--- config.mk ---
export PLATFORM = sky130hd
export DESIGN_NAME = key_debounce3
export DESIGN_NICKNAME = d
export VERILOG_FILES = /design/src/rtl/key_debounce3.sv
export SDC_FILE = /design/constraint.sdc
export NUM_CORES = 1
export LEC_CHECK = 0
export ABC_AREA = 1
export CAP_MARGIN = 20
export CORE_MARGIN = 2
export CORE_UTILIZATION = 60
export DETAILED_ROUTE_END_ITERATION = 8
export PLACE_DENSITY = 0.78
export SETUP_SLACK_MARGIN = 0.4
export SLEW_MARGIN = 20
export SYNTH_ARGS = -nofsm -noshare
export SYNTH_HDL_FRONTEND = slang
export SYNTH_SLANG_ARGS = --single-unit
--- constraint.sdc ---
create_clock -name sys_clk -period 3.5 [get_ports sys_clk]
set_input_delay 0.35 -clock sys_clk [delete_from_list [all_inputs] [get_ports sys_clk]]
set_output_delay 0.35 -clock sys_clk [all_outputs]
set_load 0.05 [all_outputs]
--- src/rtl/key_debounce3.sv ---
// key_debounce3: three-key push-button debouncer. Each active-low raw key
// passes through a 2-flop synchroniser and a counter-qualified FSM.
// Ports: sys_clk, sys_rst_n (async, active-low), m_key1..3 (raw, 0=pressed),
// m_key_level (1=pressed), m_key_press / m_key_release (1-cycle strobes).
`timescale 1ns/1ps
module key_debounce3 #(
  parameter int unsigned CNT_MAX = 999_999,
  parameter int unsigned CNT_W   = 20
) (
  input  logic       sys_clk,
  input  logic       sys_rst_n,
  input  logic       m_key1,
  input  logic       m_key2,
  input  logic       m_key3,
  output logic [2:0] m_key_level,
  output logic [2:0] m_key_press,
  output logic [2:0] m_key_release
);

  typedef enum logic [1:0] {
    IDLE,
    PRESS_FLT,
    DOWN,
    REL_FLT
  } state_e;

  localparam logic [CNT_W-1:0] CntMax = CNT_W'(CNT_MAX);
  localparam logic [CNT_W-1:0] CntOne = CNT_W'(1);

  logic [2:0] key_raw;
  logic [2:0] s1_q;
  logic [2:0] ks_q;

  state_e           st_q  [3];
  state_e           st_d  [3];
  logic [CNT_W-1:0] cnt_q [3];
  logic [CNT_W-1:0] cnt_d [3];

  logic [2:0] lvl_q, lvl_d;
  logic [2:0] prs_q, prs_d;
  logic [2:0] rel_q, rel_d;

  assign key_raw = {m_key3, m_key2, m_key1};

  // Synchroniser idles at 1 so reset looks like "released".
  always_ff @(posedge sys_clk or negedge sys_rst_n) begin
    if (!sys_rst_n) begin
      s1_q <= 3'b111;
      ks_q <= 3'b111;
    end else begin
      s1_q <= key_raw;
      ks_q <= s1_q;
    end
  end

  always_comb begin
    st_d  = st_q;
    cnt_d = cnt_q;
    lvl_d = lvl_q;
    prs_d = 3'b000;
    rel_d = 3'b000;
    for (int i = 0; i < 3; i++) begin
      unique case (st_q[i])
        IDLE: begin
          if (!ks_q[i]) begin
            st_d[i]  = PRESS_FLT;
            cnt_d[i] = '0;
          end
        end
        PRESS_FLT: begin
          if (ks_q[i]) begin
            st_d[i]  = IDLE;
            cnt_d[i] = '0;
          end else if (cnt_q[i] == CntMax) begin
            st_d[i]  = DOWN;
            cnt_d[i] = '0;
            lvl_d[i] = 1'b1;
            prs_d[i] = 1'b1;
          end else begin
            cnt_d[i] = cnt_q[i] + CntOne;
          end
        end
        DOWN: begin
          if (ks_q[i]) begin
            st_d[i]  = REL_FLT;
            cnt_d[i] = '0;
          end
        end
        REL_FLT: begin
          if (!ks_q[i]) begin
            st_d[i]  = DOWN;
            cnt_d[i] = '0;
          end else if (cnt_q[i] == CntMax) begin
            st_d[i]  = IDLE;
            cnt_d[i] = '0;
            lvl_d[i] = 1'b0;
            rel_d[i] = 1'b1;
          end else begin
            cnt_d[i] = cnt_q[i] + CntOne;
          end
        end
        default: begin
          st_d[i]  = IDLE;
          cnt_d[i] = '0;
        end
      endcase
    end
  end

  always_ff @(posedge sys_clk or negedge sys_rst_n) begin
    if (!sys_rst_n) begin
      for (int i = 0; i < 3; i++) begin
        st_q[i]  <= IDLE;
        cnt_q[i] <= '0;
      end
      lvl_q <= 3'b000;
      prs_q <= 3'b000;
      rel_q <= 3'b000;
    end else begin
      for (int i = 0; i < 3; i++) begin
        st_q[i]  <= st_d[i];
        cnt_q[i] <= cnt_d[i];
      end
      lvl_q <= lvl_d;
      prs_q <= prs_d;
      rel_q <= rel_d;
    end
  end

  assign m_key_level   = lvl_q;
  assign m_key_press   = prs_q;
  assign m_key_release = rel_q;

endmodule

==> impl_metrics.py, run 1 <==
metrics = {
    "status": {
        "status": "complete, no violations",
    },
    "global_route": {
        "grt_max_degree": 82,
        "grt_overflow": 0,
        "grt_pass1_vias": 3875,
        "antenna_found_initial": 0,
        "grt_pass1_wl_um": 16400,
        "grt_use_total_pct": 24.5,
    },
    "timing": {
        "fin_skew_ps": 5.57,
        "finalWorstPathRequiredPeriod_ps": 2080,
        "slew_violations": 0,
        "hold_viol_final": 0,
        "rsz0062_at_grt": "no",
        "relSlewSlack_pct": 38.1,
        "fmax_ghz": 0.481,
        "worst_pin_slew_ps": 925,
        "fin_crit_sh_pct": 59.4,
        "setup_tns_ps": 0,
        "finalSetupViolCount": 0,
    },
    "die": {
        "die-area_um2": 8090,
        "start_util_pct": 61.4,
        "ios": 14,
        "placementRows": 31,
        "die_h_um": 89.9,
        "die_w_um": 89.9,
        "core_area_um2": 7210,
    },
    "place": {
        "port_buffers": 13,
        "dpl.hpwl_um": 6480,
        "gp_congestion": 0.907,
        "placed_cell_area_um2": 4650,
    },
    "yosys": {
        "yosys_warnings": 0,
        "yosys.area.top_type_share_pct": 42.4,
        "synth_edf_count": 0,
        "syn-num-nets": 584,
        "avgSynthCellArea_um2": 7.69,
        "synth_area_leaders": "dfrtp_1 42%, nand2_1 13%, inv_1 6.4%",
        "synth_top_area_cell": "dfrtp_1",
        "synth_cell_types": 35,
        "synthArstFlopShare_pct": 100,
        "synth_top_flop_cell": "dfrtp_1",
        "syn_inst": 576,
        "ys_seq_elements": 81,
        "synth-seq-area-share_pct": 45.9,
        "syn_area_um2": 4430,
    },
    "setup_path": {
        "max_stage_delay_ps": 710,
        "worst-setup-path-type": "register to register",
        "start_kind": "register",
        "worstReg2RegStart": "ks_q[2]",
        "critical_path_required_ps": 3780,
        "crit_arrival_ps": 2360,
        "path_cells": "xnor2_1, nor2_1, inv_1, o22ai_1",
        "crit_path_top_delay_cell": "nor2_1",
        "worstPathMaxFanout": 14,
        "cp-startpoint": "ks_q[2]",
        "crit_path_end_kind": "register",
    },
    "worst_hold_path": {
        "hold_class": "input port to asynchronous set/reset pin",
    },
    "final_layout": {
        "layout-drive-gt1-share_pct": 9.97,
        "diodes": 0,
        "final_cell_area_um2": 4840,
        "area_growth_pct": 9.27,
        "final_cell_mix": "150 x nand2_1, 76 x inv_1, 75 x dfrtp_1",
        "fillers": 623,
        "layout.cells.most_common": "nand2_1",
        "finalNetCount": 605,
    },
    "clock_tree": {
        "post_cts_buffers": 0,
        "h-tree-depth": 3,
        "cts.hold.buffers_added": 0,
        "cts_root_buf": "clkbuf_8",
        "clock-sinks": 81,
        "path_clk_slew_ps": 90,
        "cts_made_buffers": 9,
        "clk_latency_ps": 360,
        "cts_resized": 0,
        "cts_buffer_depth": 2,
        "cts_tree": "done",
    },
    "drt": {
        "num_vias": 3781,
        "remaining_drc_errors": 0,
        "postRouteAntennaNets": 0,
        "wire_per_inst_um": 12.9,
        "drtIter0Drc": 182,
        "routed_wirelength_um": 9070,
        "dr.pass1.iters": 4,
        "vias_per_cell": 5.39,
    },
    "pwr": {
        "vdd_ir_drop_max_v": 0.000342,
        "p_leak_nw": 2.23,
        "powerDensity_nw_per_um2": 416,
    },
    "flow_run": {
        "cap_violations": 0,
    },
}
==> layout make-up <==
class                      instances  area [um^2]  area share, %
inverter                          84          318           6.57
multi-input combinational        408         2040           42.2
sequential                        81         2030           42.0
tap                               99          124           2.56
clock buffer                      10          138           2.84
timing repair buffer              13          131           2.71
clock inverter                     6         50.0           1.03
==> power breakdown <==
| group | total (mW) | internal [mW] | switching, mW | leakage [nW] |
|---|---|---|---|---|
| Clock | 0.649 | 0.285 | 0.364 | 0.0948 |
| Sequential | 1.04 | 0.985 | 0.0533 | 1.10 |
| Combinational | 0.324 | 0.0818 | 0.242 | 1.04 |
==> flip-flops by register name (all words and copies together) (netlist names), named ones only <==
| signal | flops |
|---|---|
| cnt_q | 60 |
| ks_q | 3 |
| m_key_level | 3 |
| m_key_press | 3 |
| m_key_release | 3 |
| s1_q | 3 |
| st_q | 3 |
==> final timing paths <==
kind                                               to  slack [ps]  depth (start not counted)
setup / recovery                            cnt_q[13]        1420                          4
hold / removal                                st_q[4]           8                          1
setup reg to reg                            cnt_q[13]        1420                          4
hold reg to reg                               ks_q[1]         360                          0
max in group asynchronous  asynchronous set/reset pin        3010                          1
min in group sys_clk                          ks_q[1]         360                          0
==> Yosys cell counts, drive strengths merged (2+ instances only) <==
library cell  count
nor3             20
xor2             18
buf               3
ha                3
o21ai            24
o211ai            2
o22ai             7
nand3            49
dfrtp            75
inv              84
dfstp             6
a21oi             9
xnor2             4
nor2             84
nand4            24
nand2           157
==> routing by layer <==
layer  global-route usage, %  vias up  wire, um
met5                       0        -         0
met3                    6.20       11       327
met4                    8.21        0        96
met2                    41.4       75      4460
met1                    31.1     1802      4190
li1                        -     1893         -
==> worst max-delay path: cells and delay by family (launching register included) <==
family | cells | cell delay (ps)
AOI/OAI and AO/OA | 1 | 260
xor gates and xnor gates | 1 | 100
DFF | 1 | 570
buffers and inverters | 1 | 360
and+or+nand+nor | 1 | 710
==> kinds of logic after synthesis <==
group	Yosys count	share of synthesized area, %
AND/OR/NAND/NOR	336	35.0
adder cells (fa/ha/maj)	3	0.848
buffers and inverters	87	7.91
XOR/XNOR	22	4.35
AO/OA/AOI/OAI	46	5.76
flip-flops	81	45.9
multiplexers	1	0.226
==> through the flow <==
stage	hold WS [ps]	setup slack, ps	util, %	std cells	power [mW]
floorplan	54.4	2030	-	576	1.28
global placement	345	1610	64.4	685	1.35
detailed placement	347	1440	64.4	685	1.38
CTS	189	1440	67.0	701	2.03
global route	85.1	1220	67.1	701	2.11
finish	8.22	1420	67.1	701	2.01
No activity file was read; power rests on OpenSTA's default activity.
==> inputs of run 2 (changes only) <==
==> constraint.sdc (replaced) <==
create_clock -name sys_clk -period 2.1 [get_ports sys_clk]
set_input_delay 0.21 -clock sys_clk [delete_from_list [all_inputs] [get_ports sys_clk]]
set_output_delay 0.21 -clock sys_clk [all_outputs]
set_load 0.05 [all_outputs]
==> impl_metrics.py, run 2 (synthesized netlist as in run 1, its figures left out) <==
metrics = {
    "status": {
        "status": "complete, no violations",
    },
    "timing": {
        "final.setup.worst_slack_ps": 454,
        "fin_skew_ps": 11.8,
        "fin_crit_sh_pct": 78.4,
        "finalWorstPathRequiredPeriod_ps": 1650,
        "fmax_ghz": 0.608,
        "hold_viol_final": 0,
        "finalSetupViolCount": 0,
        "slew_violations": 0,
        "setup_tns_ps": 0,
        "worst_pin_slew_ps": 502,
        "relSlewSlack_pct": 66.5,
        "rsz0062_at_grt": "yes",
    },
    "die": {
        "start_util_pct": 61.4,
        "core_area_um2": 7210,
        "ios": 14,
        "die_w_um": 89.9,
        "die_h_um": 89.9,
        "die-area_um2": 8090,
        "placementRows": 31,
    },
    "place": {
        "gp_congestion": 0.919,
        "dpl.hpwl_um": 6520,
        "place_ws_ps": 269,
        "placed_cell_area_um2": 4680,
        "port_buffers": 13,
    },
    "drt": {
        "vias_per_cell": 5.60,
        "num_vias": 3995,
        "dr.pass1.iters": 6,
        "wire_per_inst_um": 14.0,
        "postRouteAntennaNets": 0,
        "drtIter0Drc": 295,
        "routed_wirelength_um": 9970,
        "remaining_drc_errors": 0,
    },
    "setup_path": {
        "critical_path_required_ps": 2360,
        "crit_path_top_delay_cell": "dfrtp_1",
        "worst-setup-path-type": "register to register",
        "worstPathMaxFanout": 8,
        "path_cells": "inv_1, nand4_1, nor2_1, nand3_4, nand2_8, inv_1, nand3_1, nand2_1",
        "crit_path_end_kind": "register",
        "worstReg2RegStart": "cnt_q[11]",
        "crit_arrival_ps": 1900,
        "start_kind": "register",
        "crit_top_cell": "inv_1",
        "max_stage_delay_ps": 440,
        "cp-startpoint": "cnt_q[11]",
    },
    "global_route": {
        "grt_use_total_pct": 24.6,
        "grt_overflow": 0,
        "antenna_found_initial": 0,
        "grt_pass1_wl_um": 16400,
        "grt_max_degree": 59,
        "grt_pass1_vias": 3740,
    },
    "pwr": {
        "total_power_mw": 3.61,
        "powerDensity_nw_per_um2": 711,
        "p_leak_nw": 2.41,
        "vdd_ir_drop_max_v": 0.000704,
    },
    "final_layout": {
        "fillers": 572,
        "layout.cells.most_common": "nand2_1",
        "largest_register_ffs": 60,
        "area_growth_pct": 14.4,
        "final_core_util_pct": 70.2,
        "layout-drive-gt1-share_pct": 13.2,
        "diodes": 0,
        "final_cell_mix": "146 x nand2_1, 75 x inv_1, 75 x dfrtp_1",
        "multiInputGateArea_um2": 2140,
        "final_cell_area_um2": 5070,
        "finalNetCount": 617,
        "top_register": "cnt_q",
        "seqCellArea_um2": 2030,
    },
    "clock_tree": {
        "cts_buffer_depth": 2,
        "cts_tree": "done",
        "h-tree-depth": 3,
        "cts_made_buffers": 9,
        "clk_latency_ps": 360,
        "path_clk_slew_ps": 90,
        "clock-sinks": 81,
        "cts_root_buf": "clkbuf_8",
    },
    "flow_run": {
        "cap_violations": 0,
    },
    "worst_hold_path": {
        "hold_start": "m_key3",
        "hold_class": "input port to register",
    },
}
## run 2: cell count changes in the layout (fill, tap and decap cells not counted), sizes merged
| cell | change |
|---|---|
| buf | +11 |
| clkdlybuf4s50 | -9 |
| dlygate4sd2 | +6 |
| dlymetal6s2s | +3 |
| bufinv | +1 |
| clkbuf | -1 |
| dlygate4sd3 | +1 |
## run 2: through the flow
stage                     hold WS (ps)  instances
after global routing               249        713
after detailed placement           133        687
after global placement             137        687
after CTS                          243        704
after floorplan                  -85.6        576
final                              246        713
## run 2: final timing paths
kind	slack, ps	end	depth (start not counted)
worst max-delay path	450	cnt_q[10]	8
worst min-delay path	250	s1_q[2]	1
worst max register to register	450	cnt_q[10]	8
worst min register to register	360	ks_q[1]	0
max in group asynchronous	1160	ks_q[1]	3
min in group asynchronous	280	m_key_level[0]	2
## run 2: power breakdown
group / internal [mW] / total, mW / leakage [nW] / switching [mW]
clock: 0.560 / 1.18 / 0.100 / 0.622
sequential: 1.64 / 1.72 / 1.10 / 0.0827
combinational: 0.252 / 0.699 / 1.21 / 0.447
total: 2.45 / 3.61 / 2.41 / 1.15
## run 2: layout make-up
cell class                 count  share of cell area, %
timing repair buffer          25                   4.84
multi-input combinational    408                   42.2
clock buffer                   9                   2.44
tap                           99                   2.44
clock inverter                 7                   1.53
sequential                    81                   40.1
inverter                      84                   6.42
## run 2: what timing repair did
action | CTS | global route
resized for setup | 9 | 25
pin swaps | 0 | 5
hold buffers | 1 | 0
setup endpoints to repair | 14 | 52
endpoints found under the hold margin | 23 | 0
setup buffers | 0 | 9
## run 2: critical path: cells and delay by family (launching register included)
family                 cells  cell delay (ps)
and+or+nand+nor            6              840
buffers and inverters      2              260
DFF                        1              440
## run 2: routing by layer
metal	GRT usage, %	vias up	share of wire [%]
met5	0	-	0
met2	39.2	157	49
li1	-	1912	-
met4	10.4	0	2.5
met1	34.3	1901	44
met3	3.02	25	5.0
==> inputs of run 3 (changes only) <==
--- a/config.mk
+++ b/config.mk
@@ -8,9 +8,9 @@
 export ABC_AREA = 1
 export CAP_MARGIN = 20
 export CORE_MARGIN = 2
-export CORE_UTILIZATION = 60
+export CORE_UTILIZATION = 56
 export DETAILED_ROUTE_END_ITERATION = 8
-export PLACE_DENSITY = 0.78
+export PLACE_DENSITY = 0.77
 export SETUP_SLACK_MARGIN = 0.4
 export SLEW_MARGIN = 20
 export SYNTH_ARGS = -nofsm -noshare
==> constraint.sdc (replaced) <==
create_clock -name sys_clk -period 1.5 [get_ports sys_clk]
set_input_delay 0.15 -clock sys_clk [delete_from_list [all_inputs] [get_ports sys_clk]]
set_output_delay 0.15 -clock sys_clk [all_outputs]
set_load 0.05 [all_outputs]
==> impl_metrics.py, run 3 (synthesized netlist as in run 1, its figures left out) <==
metrics = {
    "drt": {
        "postRouteAntennaNets": 0,
        "wire_per_inst_um": 18.5,
        "vias_per_cell": 5.86,
        "num_vias": 4664,
        "remaining_drc_errors": 0,
        "drtIter0Drc": 296,
        "dr.pass1.iters": 5,
        "routed_wirelength_um": 14700,
    },
    "timing": {
        "slew_violations": 0,
        "fin_crit_sh_pct": 110,
        "finalSetupViolCount": 46,
        "hold_viol_final": 0,
        "whs_ps": 189,
        "relSlewSlack_pct": 67.7,
        "fmax_ghz": 0.604,
        "final.setup.worst_slack_ps": -155,
        "fin_skew_ps": 7.44,
        "rsz0062_at_grt": "yes",
        "worst_pin_slew_ps": 481,
        "finalWorstPathRequiredPeriod_ps": 1660,
    },
    "setup_path": {
        "crit_top_cell": "nand2_4",
        "crit_arrival_ps": 1890,
        "worst-setup-path-type": "register to register",
        "crit_path_top_delay_cell": "dfrtp_2",
        "crit_family": "simple AND/OR/NAND/NOR gates",
        "max_stage_delay_ps": 430,
        "r2r_setup_slack_ps": -160,
        "critPathBufInv": 0,
        "critical_path_required_ps": 1730,
        "worstPathMaxFanout": 5,
        "path_cells": "ha_4, nand2_4, nor3_4, nand3_2, nand2_4, nand2_4, nand2_1, a21oi_1",
        "start_kind": "register",
        "crit_path_end_kind": "register",
    },
    "final_layout": {
        "layout-drive-gt1-share_pct": 46.0,
        "area_growth_pct": 48.6,
        "final_cell_area_um2": 6580,
        "diodes": 0,
        "seqCellArea_um2": 2050,
        "finalNetCount": 697,
        "final_cell_mix": "108 x nand2_1, 73 x buf_4, 64 x dfrtp_1",
        "top_register": "cnt_q",
        "largest_register_ffs": 60,
        "multiInputGateArea_um2": 2890,
        "fillers": 366,
        "layout.cells.most_common": "nand2_1",
    },
    "die": {
        "die_w_um": 92.9,
        "ios": 14,
        "start_util_pct": 57.6,
        "die-area_um2": 8640,
        "placementRows": 32,
        "die_h_um": 92.9,
        "core_area_um2": 7690,
    },
    "worst_hold_path": {
        "hold_class": "input port to asynchronous set/reset pin",
    },
    "clock_tree": {
        "clk_latency_ps": 360,
        "cts_made_buffers": 9,
        "cts_root_buf": "clkbuf_8",
        "clock-sinks": 81,
        "cts_tree": "done",
        "path_clk_slew_ps": 90,
        "h-tree-depth": 3,
        "cts_buffer_depth": 2,
    },
    "global_route": {
        "grt_max_degree": 28,
        "grt_use_total_pct": 29.7,
        "antenna_found_initial": 0,
        "grt_overflow": 0,
        "grt_pass1_wl_um": 20300,
        "grt_pass1_vias": 4338,
    },
    "pwr": {
        "powerDensity_nw_per_um2": 933,
        "p_leak_nw": 3.05,
        "vdd_ir_drop_max_v": 0.000867,
    },
    "place": {
        "dpl.hpwl_um": 7460,
        "placed_cell_area_um2": 5180,
        "port_buffers": 13,
        "gp_congestion": 0.915,
    },
    "status": {
        "status": "finished with violations",
        "violations": "negative setup slack",
    },
    "flow_run": {
        "cap_violations": 0,
    },
}
run 3: path summary, 6_finish.rpt:
| kind | startpoint | end | cells after the start |
|---|---|---|---|
| setup / recovery | cnt_q[20] | cnt_q[25] | 8 |
| hold / removal | sys_rst_n | cnt_q[50] | 2 |
| setup reg to reg | cnt_q[20] | cnt_q[25] | 8 |
| hold reg to reg | s1_q[1] | ks_q[1] | 0 |
| max in group asynchronous | sys_rst_n | s1_q[1] | 3 |
| min in group sys_clk | m_key1 | s1_q[0] | 1 |
run 3: per-layer routing:
layer  up-vias  track usage, %  share of wire (%)
met3        77            4.88                6.2
li1       2087               -                  -
met4         0            10.8                5.6
met1      2267            37.0                 38
met2       233            51.9                 51
met5         -               0                  0
run 3: final cells by class:
| class | instances | share of cell area (%) |
|---|---|---|
| Clock inverter | 7 | 1.54 |
| Sequential cell | 81 | 31.1 |
| Inverter | 84 | 5.74 |
| Multi-Input combinational cell | 409 | 43.9 |
| Timing Repair Buffer | 104 | 13.9 |
| Tap cell | 102 | 1.94 |
| Clock buffer | 9 | 1.88 |
run 3: stage by stage:
| stage | worst slack [ps] | instances | power [mW] | setup TNS (ps) | utilization, % |
|---|---|---|---|---|---|
| detailed placement | -114 | 730 | 3.54 | -1430 | 67.4 |
| finish | -155 | 796 | 6.14 | -3100 | 85.6 |
| CTS | -40.1 | 776 | 5.85 | -306 | 78.6 |
| global placement | -38.7 | 730 | 3.51 | -47.1 | 67.4 |
| floorplan | 30.3 | 576 | 3.15 | 0 | - |
| global route | -238 | 796 | 6.37 | -7630 | 85.6 |
run 3: report_power, final:
group	switching [mW]	internal, mW	total, mW
Clock	0.888	0.959	1.85
Combinational	1.08	0.720	1.80
Sequential	0.186	2.31	2.49
run 3: timing repair:
item | in CTS | in global routing
pin swaps | 39 | 44
endpoints found under the hold margin | 77 | 0
gates cloned | 1 | 1
buffers inserted | 28 | 19
hold buffers | 1 | 0
gates resized for setup | 117 | 104
endpoints found under the setup margin | 77 | 77
